`src/rtl/regfile_wb_arbiter.sv`:
```
// rtl/regfile_wb_arbiter.sv - round-robin write-back arbiter with byte/half read-modify-write
//
// Two requesters (A: ALU, B: load unit) share the single register-file write port.
// Word writes go straight to WR; byte and halfword writes first read the destination,
// merge the new low bits over the old value, then write the full word back.
// Writes to register 0 are accepted and dropped.
//
// Ports:
//   clk, rst_n                          clock, asynchronous active-low reset
//   a_valid/a_ready/a_addr/a_data/a_size requester A write channel
//   b_valid/b_ready/b_addr/b_data/b_size requester B write channel
//   rf_re/rf_raddr/rf_rdata             register-file read port (RMW only)
//   rf_we/rf_waddr/rf_wdata             register-file write port
//   busy                                FSM not idle
//   wr_count                            rf_we pulses since reset (wrapping)

module regfile_wb_arbiter #(
    parameter int DATA_W    = 32,
    parameter int ADDR_W    = 5,
    parameter bit INIT_PRIO = 1'b0
) (
    input  logic              clk,
    input  logic              rst_n,
    input  logic              a_valid,
    output logic              a_ready,
    input  logic [ADDR_W-1:0] a_addr,
    input  logic [DATA_W-1:0] a_data,
    input  logic [1:0]        a_size,
    input  logic              b_valid,
    output logic              b_ready,
    input  logic [ADDR_W-1:0] b_addr,
    input  logic [DATA_W-1:0] b_data,
    input  logic [1:0]        b_size,
    output logic              rf_re,
    output logic [ADDR_W-1:0] rf_raddr,
    input  logic [DATA_W-1:0] rf_rdata,
    output logic              rf_we,
    output logic [ADDR_W-1:0] rf_waddr,
    output logic [DATA_W-1:0] rf_wdata,
    output logic              busy,
    output logic [15:0]       wr_count
);

    typedef enum logic [1:0] {IDLE, RD, MRG, WR} state_t;

    state_t              state, state_nxt;
    logic                prio;
    logic [ADDR_W-1:0]   lat_addr;
    logic [DATA_W-1:0]   lat_data;
    logic                lat_half;

    logic                a_win, b_win, take, drop;
    logic [ADDR_W-1:0]   sel_addr;
    logic [DATA_W-1:0]   sel_data;
    logic [1:0]          sel_size;
    logic [DATA_W-1:0]   mask, merged;

    // Winner selection: a lone valid requester always wins; on contention the
    // holder of prio wins.
    always_comb begin
        a_win    = a_valid && (!b_valid || !prio);
        b_win    = b_valid && (!a_valid || prio);
        sel_addr = b_win ? b_addr : a_addr;
        sel_data = b_win ? b_data : a_data;
        sel_size = b_win ? b_size : a_size;
        take     = (state == IDLE) && (a_win || b_win);
        drop     = (sel_addr == '0);
    end

    // Mask-based merge keeps the untouched upper bits of the old register value.
    always_comb begin
        mask   = lat_half ? DATA_W'(16'hFFFF) : DATA_W'(8'hFF);
        merged = (rf_rdata & ~mask) | (lat_data & mask);
    end

    // State register
    always_ff @(posedge clk or negedge rst_n) begin
        if (!rst_n) state <= IDLE;
        else        state <= state_nxt;
    end

    // Next-state logic
    always_comb begin
        state_nxt = state;
        case (state)
            IDLE: if (take && !drop) state_nxt = sel_size[1] ? WR : RD;
            RD:   state_nxt = MRG;
            MRG:  state_nxt = WR;
            WR:   state_nxt = IDLE;
            default: state_nxt = IDLE;
        endcase
    end

    // Output logic
    always_comb begin
        a_ready = (state == IDLE) && a_win;
        b_ready = (state == IDLE) && b_win;
        rf_re   = (state == RD);
        rf_we   = (state == WR);
        busy    = (state != IDLE);
    end

    // Datapath: request latches, register-file address/data and the write counter.
    // Port address/data registers only change when a new access is set up, so they
    // hold their last value otherwise.
    always_ff @(posedge clk or negedge rst_n) begin
        if (!rst_n) begin
            prio     <= INIT_PRIO;
            lat_addr <= '0;
            lat_data <= '0;
            lat_half <= 1'b0;
            rf_raddr <= '0;
            rf_waddr <= '0;
            rf_wdata <= '0;
            wr_count <= '0;
        end else begin
            case (state)
                IDLE: begin
                    if (take) begin
                        prio     <= ~prio;
                        lat_addr <= sel_addr;
                        lat_data <= sel_data;
                        lat_half <= sel_size[0];
                        if (!drop) begin
                            if (sel_size[1]) begin
                                rf_waddr <= sel_addr;
                                rf_wdata <= sel_data;
                            end else begin
                                rf_raddr <= sel_addr;
                            end
                        end
                    end
                end
                MRG: begin
                    lat_data <= merged;
                    rf_waddr <= lat_addr;
                    rf_wdata <= merged;
                end
                WR: wr_count <= wr_count + 16'd1;
                default: ;
            endcase
        end
    end

endmodule

```
`config.mk`:
```
export PLATFORM = sky130hd
export DESIGN_NAME = regfile_wb_arbiter
export DESIGN_NICKNAME = d
export VERILOG_FILES = /design/src/rtl/regfile_wb_arbiter.sv
export SDC_FILE = /design/constraint.sdc
export NUM_CORES = 1
export LEC_CHECK = 0
export CAP_MARGIN = 10
export CORE_AREA = 2 2 121 94
export DETAILED_ROUTE_END_ITERATION = 16
export DIE_AREA = 0 0 123 96
export GPL_ROUTABILITY_DRIVEN = 0
export PLACE_DENSITY = 0.75
export SLEW_MARGIN = 10
export SYNTH_ARGS = -nofsm -noshare
export SYNTH_HDL_FRONTEND = slang
export SYNTH_SLANG_ARGS = --single-unit
```
`constraint.sdc`:
```
create_clock -name clk -period 2.25 [get_ports clk]
set_input_delay 0.45 -clock clk [delete_from_list [all_inputs] [get_ports clk]]
set_output_delay 0.45 -clock clk [all_outputs]
set_load 0.1 [all_outputs]
```
# Word level (Yosys, flattened, before mapping)
# Cells that the tools add are included.
[totals]
regBits = 99
input_bits = 114
out_inout_bits = 63
word_cells = 62
[classes]
add_sub_neg = 1
eq_ne = 7
n_mux = 17
bitwise_logic = 7
n_reduce_logical = 21
[op_table]
columns = ["op", "count"]
rows = [
  ["2-to-1 mux 32 bit", 5],
  ["case mux 32 bit (2 select lines)", 2],
  ["bitwise AND 32 x 16 -> 32 bit", 1],
  ["bitwise AND 32 bit", 1],
  ["inverter 16 -> 32 bit", 1],
  ["bitwise OR 32 bit", 1],
  ["2-to-1 mux 5 bit", 4],
  ["adder 16 x 1 -> 16 bit, second input constant", 1],
  ["2-to-1 mux 16 bit", 1],
  ["case mux 5 bit (2 select lines)", 1],
  ["case mux 2 bit (4 select lines)", 1],
  ["AND reduction 4 bit", 2],
  ["logical AND 1 bit", 6],
  ["2-to-1 mux 2 bit", 3],
  ["!= test 2 bit, second input constant", 3],
  ["zero test 5 bit", 1],
  ["equality test 2 bit, second input constant", 2],
  ["zero test 1 bit", 4],
  ["AND reduction 2 bit", 2],
  ["nonzero test 2 bit", 2],
  ["logical OR 1 bit", 3],
  ["inverter 1 bit", 3],
  ["equality test 2 x 1 -> 1 bit, second input constant", 1],
  ["zero test 2 bit", 1],
  ["!= test 2 x 1 -> 1 bit, second input constant", 1],
]

# Logic depth before layout (Yosys ltp)
[logic_depth]
word_depth = 9
mapped_depth = 9
mapped_depth_nobuf = 7

# Worst setup path after synthesis
# Ideal clock, no wire load.
[synth_path]
kind = "reg2out"
from = "register state[0]"
to = "output a_ready"
arrival_time_ns = 2.592
t_required_ns = 1.800
path_slack_ns = -0.792
stages_incl_launch_ff = 5
cell_sequence = "dfrtp_1 > inv_1 > ha_1 > inv_1 > nor2_1"
[synth_between]
elab_chain_len = 2
[synth_lines]
columns = ["element", "line", "text"]
rows = [
  ["start, declared", "46", "state_t state, state_nxt;"],
  ["start signal, assigned", "79", "else state <= state_nxt;"],
  ["zero test 2 bit", "96", "a_ready = (state == IDLE) && a_win;"],
  ["logical AND 1 bit", "96", ""],
  ["end, declared", "25", "output logic a_ready,"],
]
# Every way passes these cells.

# Worst setup path in the final report
[layout_path]
from = "input a_addr[2]"
to = "register rf_wdata[20]"
[layout_between]
elab_chain_len = 4
[layout_lines]
columns = ["element", "line", "text"]
rows = [
  ["start, declared", "26", "input logic [ADDR_W-1:0] a_addr,"],
  ["2-to-1 mux 5 bit", "63", "sel_addr = b_win ? b_addr : a_addr;"],
  ["zero test 5 bit", "67", "drop = (sel_addr == '0);"],
  ["!= test 2 bit (no line)", "-", ""],
  ["AND reduction 4 bit (no line)", "-", ""],
  ["end signal, assigned", "127", "rf_wdata <= sel_data;"],
  ["end signal, assigned", "137", "rf_wdata <= merged;"],
  ["end, declared", "39", "output logic [DATA_W-1:0] rf_wdata,"],
]
# Every way passes these cells.
# A chain may end at the register's enable or synchronous reset.

==> results.py <==
metrics = {
    "outcome": {
        "outcome": "finished, final reports clean",
    },
    "route": {
        "drt_iter0_markers": 153,
        "wl_per_cell_um": 15.5,
        "drc_errors": 0,
        "ant_nets": 0,
        "vias": 3562,
        "first_pass_iters": 4,
        "via_per_inst": 4.97,
        "routed_wl_mm": 11.1,
    },
    "synth": {
        "postSynthCellCount": 381,
        "synth.most_common_cell": "dfrtp_1",
        "synth_cell_types": 35,
        "synth_top_family_by_area": "multiplexers",
        "synth_compound_gate_area_share_pct": 14.0,
        "syn-mean-instance-area_um2": 10.9,
        "synth_fa_ha_area_share_pct": 1.50,
        "yosys_register_bits": 83,
        "ys.flop_type": "dfrtp_1",
        "ys_top_cells_by_area": "dfrtp_1 (50%), mux2i_1 (11%), o21ai_0 (5.3%)",
        "yosys.area.top_type": "dfrtp_1",
        "synth.top_cells.by_count": "dfrtp_1 (83), nand2_1 (53), mux2i_1 (44), o21ai_0 (44), mux2_1 (18)",
        "synth.yosys.warnings": 0,
        "seq_area_frac_synth_pct": 49.8,
        "synth-simple-area-share_pct": 9.51,
        "yosys.area.top_type_share_pct": 49.8,
        "synth-xor-area-share_pct": 3.36,
        "synth.area.mux_share_pct": 18.7,
        "synth_edf_count": 0,
        "synth_nets": 500,
        "async_reset_ff_share_pct": 100,
        "synth.cell_area_mm2": 0.00417,
    },
    "finish": {
        "nets": 691,
        "final_cells": 717,
        "antenna_cells": 0,
        "area_growth_pct": 56.0,
        "multi_input_comb_area_mm2": 0.00200,
        "seq_area_mm2": 0.00208,
        "fillers": 877,
        "drive_above_1_share_pct": 24.4,
    },
    "worst_setup_path": {
        "crit_required_ns": 2.46,
        "critical_path.slowest_cell": "or4_4",
        "endpoint_kind": "register",
        "path_cells": "clkdlybuf4s50_1, or4_4, nor2_4, o221ai_4, nand2_4, buf_12, mux2_1",
        "arrival_ns": 2.34,
        "worstSetupPathType": "primary input to register",
        "crit_fanout": 14,
        "critical-path-max-stage-delay_ns": 0.55,
        "critPathLaunchType": "primary input",
        "crit_buf_inv": 2,
        "crit_family": "simple AND/OR/NAND/NOR gates",
    },
    "clock_tree": {
        "cts_setup_buffers": 0,
        "cts_max_path_buffers": 2,
        "cts_tree": "built",
        "numCtsBuffers": 9,
        "htreeDepth": 3,
        "cts-root-buf": "clkbuf_16",
        "clk_pin_slew_ns": 0.06,
        "clock-sinks": 83,
        "cts_resized": 0,
        "clk_latency_ns": 0.33,
        "hold_buffers": 0,
    },
    "grt": {
        "gr-total-overflow": 0,
        "first_global_vias": 3643,
        "antenna_found_initial": 0,
        "grt_pass1_wl_mm": 17.7,
        "grt_max_degree": 49,
        "grtUsageTotal_pct": 19.6,
    },
    "floorplan": {
        "initial_core_util_pct": 39.2,
        "die_h_um": 96,
        "fp-row-count": 33,
        "core_area_mm2": 0.0107,
        "die_w_um": 123,
        "die_area_mm2": 0.0118,
        "ios": 177,
    },
    "min_path": {
        "hold_path_class": "primary input to async pin",
    },
    "placement": {
        "dp.cells": 701,
        "portBuffers": 168,
        "dp_hpwl_mm": 8.39,
        "place_ws_ns": -0.209,
    },
    "timing": {
        "rsz0062_at_grt": "false",
        "finalHoldViolations": 0,
        "fin_skew_ns": 0.00365,
        "layout_setup_ws_ns": 0.113,
        "setup-violations-final": 0,
        "layout_min_cycle_time_ns": 2.14,
        "drv_slew": 0,
        "whs_ns": 0.0994,
        "max_freq_mhz": 468,
        "tightest_slew_ns": 0.549,
        "fin_crit_sh_pct": 95.0,
        "relSlewSlack_pct": 63.4,
    },
    "flow_run": {
        "drv_cap": 0,
    },
}
-- stage by stage --
stage / area [µm²] / TNS [ns] / utilization, %
finish: 6510 / 0 / 61.1
global placement: 6200 / -4.51 / 58.2
CTS: 6510 / 0 / 61.1
floorplan: 4210 / -1.26 / -
detailed placement: 6200 / -4.82 / 58.2
global route: 6510 / 0 / 61.1
-- path summary, 6_finish.rpt --
| check | slack, ns | to | cells after the start | from |
|---|---|---|---|---|
| worst min register to register | 0.47 | lat_data[1] | 1 | lat_data[1] |
| worst min-delay path | 0.1 | rf_raddr[3] | 1 | rst_n |
| worst max-delay path | 0.11 | rf_wdata[20] | 7 | a_addr[2] |
| max in group asynchronous | 1.52 | rf_wdata[7] | 2 | rst_n |
| min in group clk | 0.47 | lat_data[1] | 1 | lat_data[1] |
| worst max register to register | 0.31 | rf_wdata[20] | 8 | state[1] |
-- area by class of cell --
type                            count  area share (%)
Clock buffer                       11            3.58
Inverter                            9           0.577
Sequential cell                    83            31.9
Tap cell                          140            2.69
Timing Repair Buffer              199            29.3
Clock inverter                      5            1.19
Multi-Input combinational cell    270            30.8
-- placed cells by master, fill, tap and decap left out, types with 2 or more instances in the layout --
cell type        synthesis  final
clkbuf_1                12      2
clkbuf_16                0      9
and4_1                   4      4
o2bb2ai_1                8      8
a22o_1                   8      8
ha_2                     0      2
xnor2_1                 13     13
ha_1                     5      2
bufinv_16                0      2
a21o_1                   9      9
nor2_1                   6      4
clkinvlp_4               0      2
xor2_1                   3      3
or4_4                    2      2
nand4_1                  2      2
mux2_1                  18     17
nand3_1                  7      7
buf_12                   0     12
o21ai_0                 44     44
mux2i_1                 44     44
clkdlybuf4s50_1          0    104
inv_2                    0      2
nand2_2                  0      2
clkinv_2                 0      2
mux2_2                  12     12
and3_1                   4      4
nand2_1                 53     51
nor2_4                   2      4
inv_1                    9      6
buf_4                    1     83
a21oi_1                 16     16
dfrtp_1                 83     83
o22ai_1                  2      2
-- layer usage --
| layer | GRT usage [%] | vias to the layer above | wire [µm] |
|---|---|---|---|
| li1 | - | 1747 | - |
| met2 | 33.5 | 101 | 5330 |
| met1 | 24.6 | 1700 | 4910 |
| met5 | 0 | - | 0 |
| met3 | 5.21 | 14 | 698 |
| met4 | 5.49 | 0 | 162 |
-- cells by family (layout without fill, tap and decap cells) --
group,Yosys count,after routing
buf+inv,28,224
mux,74,74
fa+ha+maj,5,5
compound gates,92,92
simple gates,83,83
flops,83,83
xor+xnor,16,16
-- flip-flops by register name (all words and copies together) (netlist names) --
name and flops:
wr_count 16, rf_wdata 32, lat_half 1, lat_data 16
rf_waddr 5, lat_addr 5, state 2, rf_raddr 5
prio 1
Power is not shown: default switching activity piles up to over one toggle a cycle in this logic, so the estimate is an artifact.
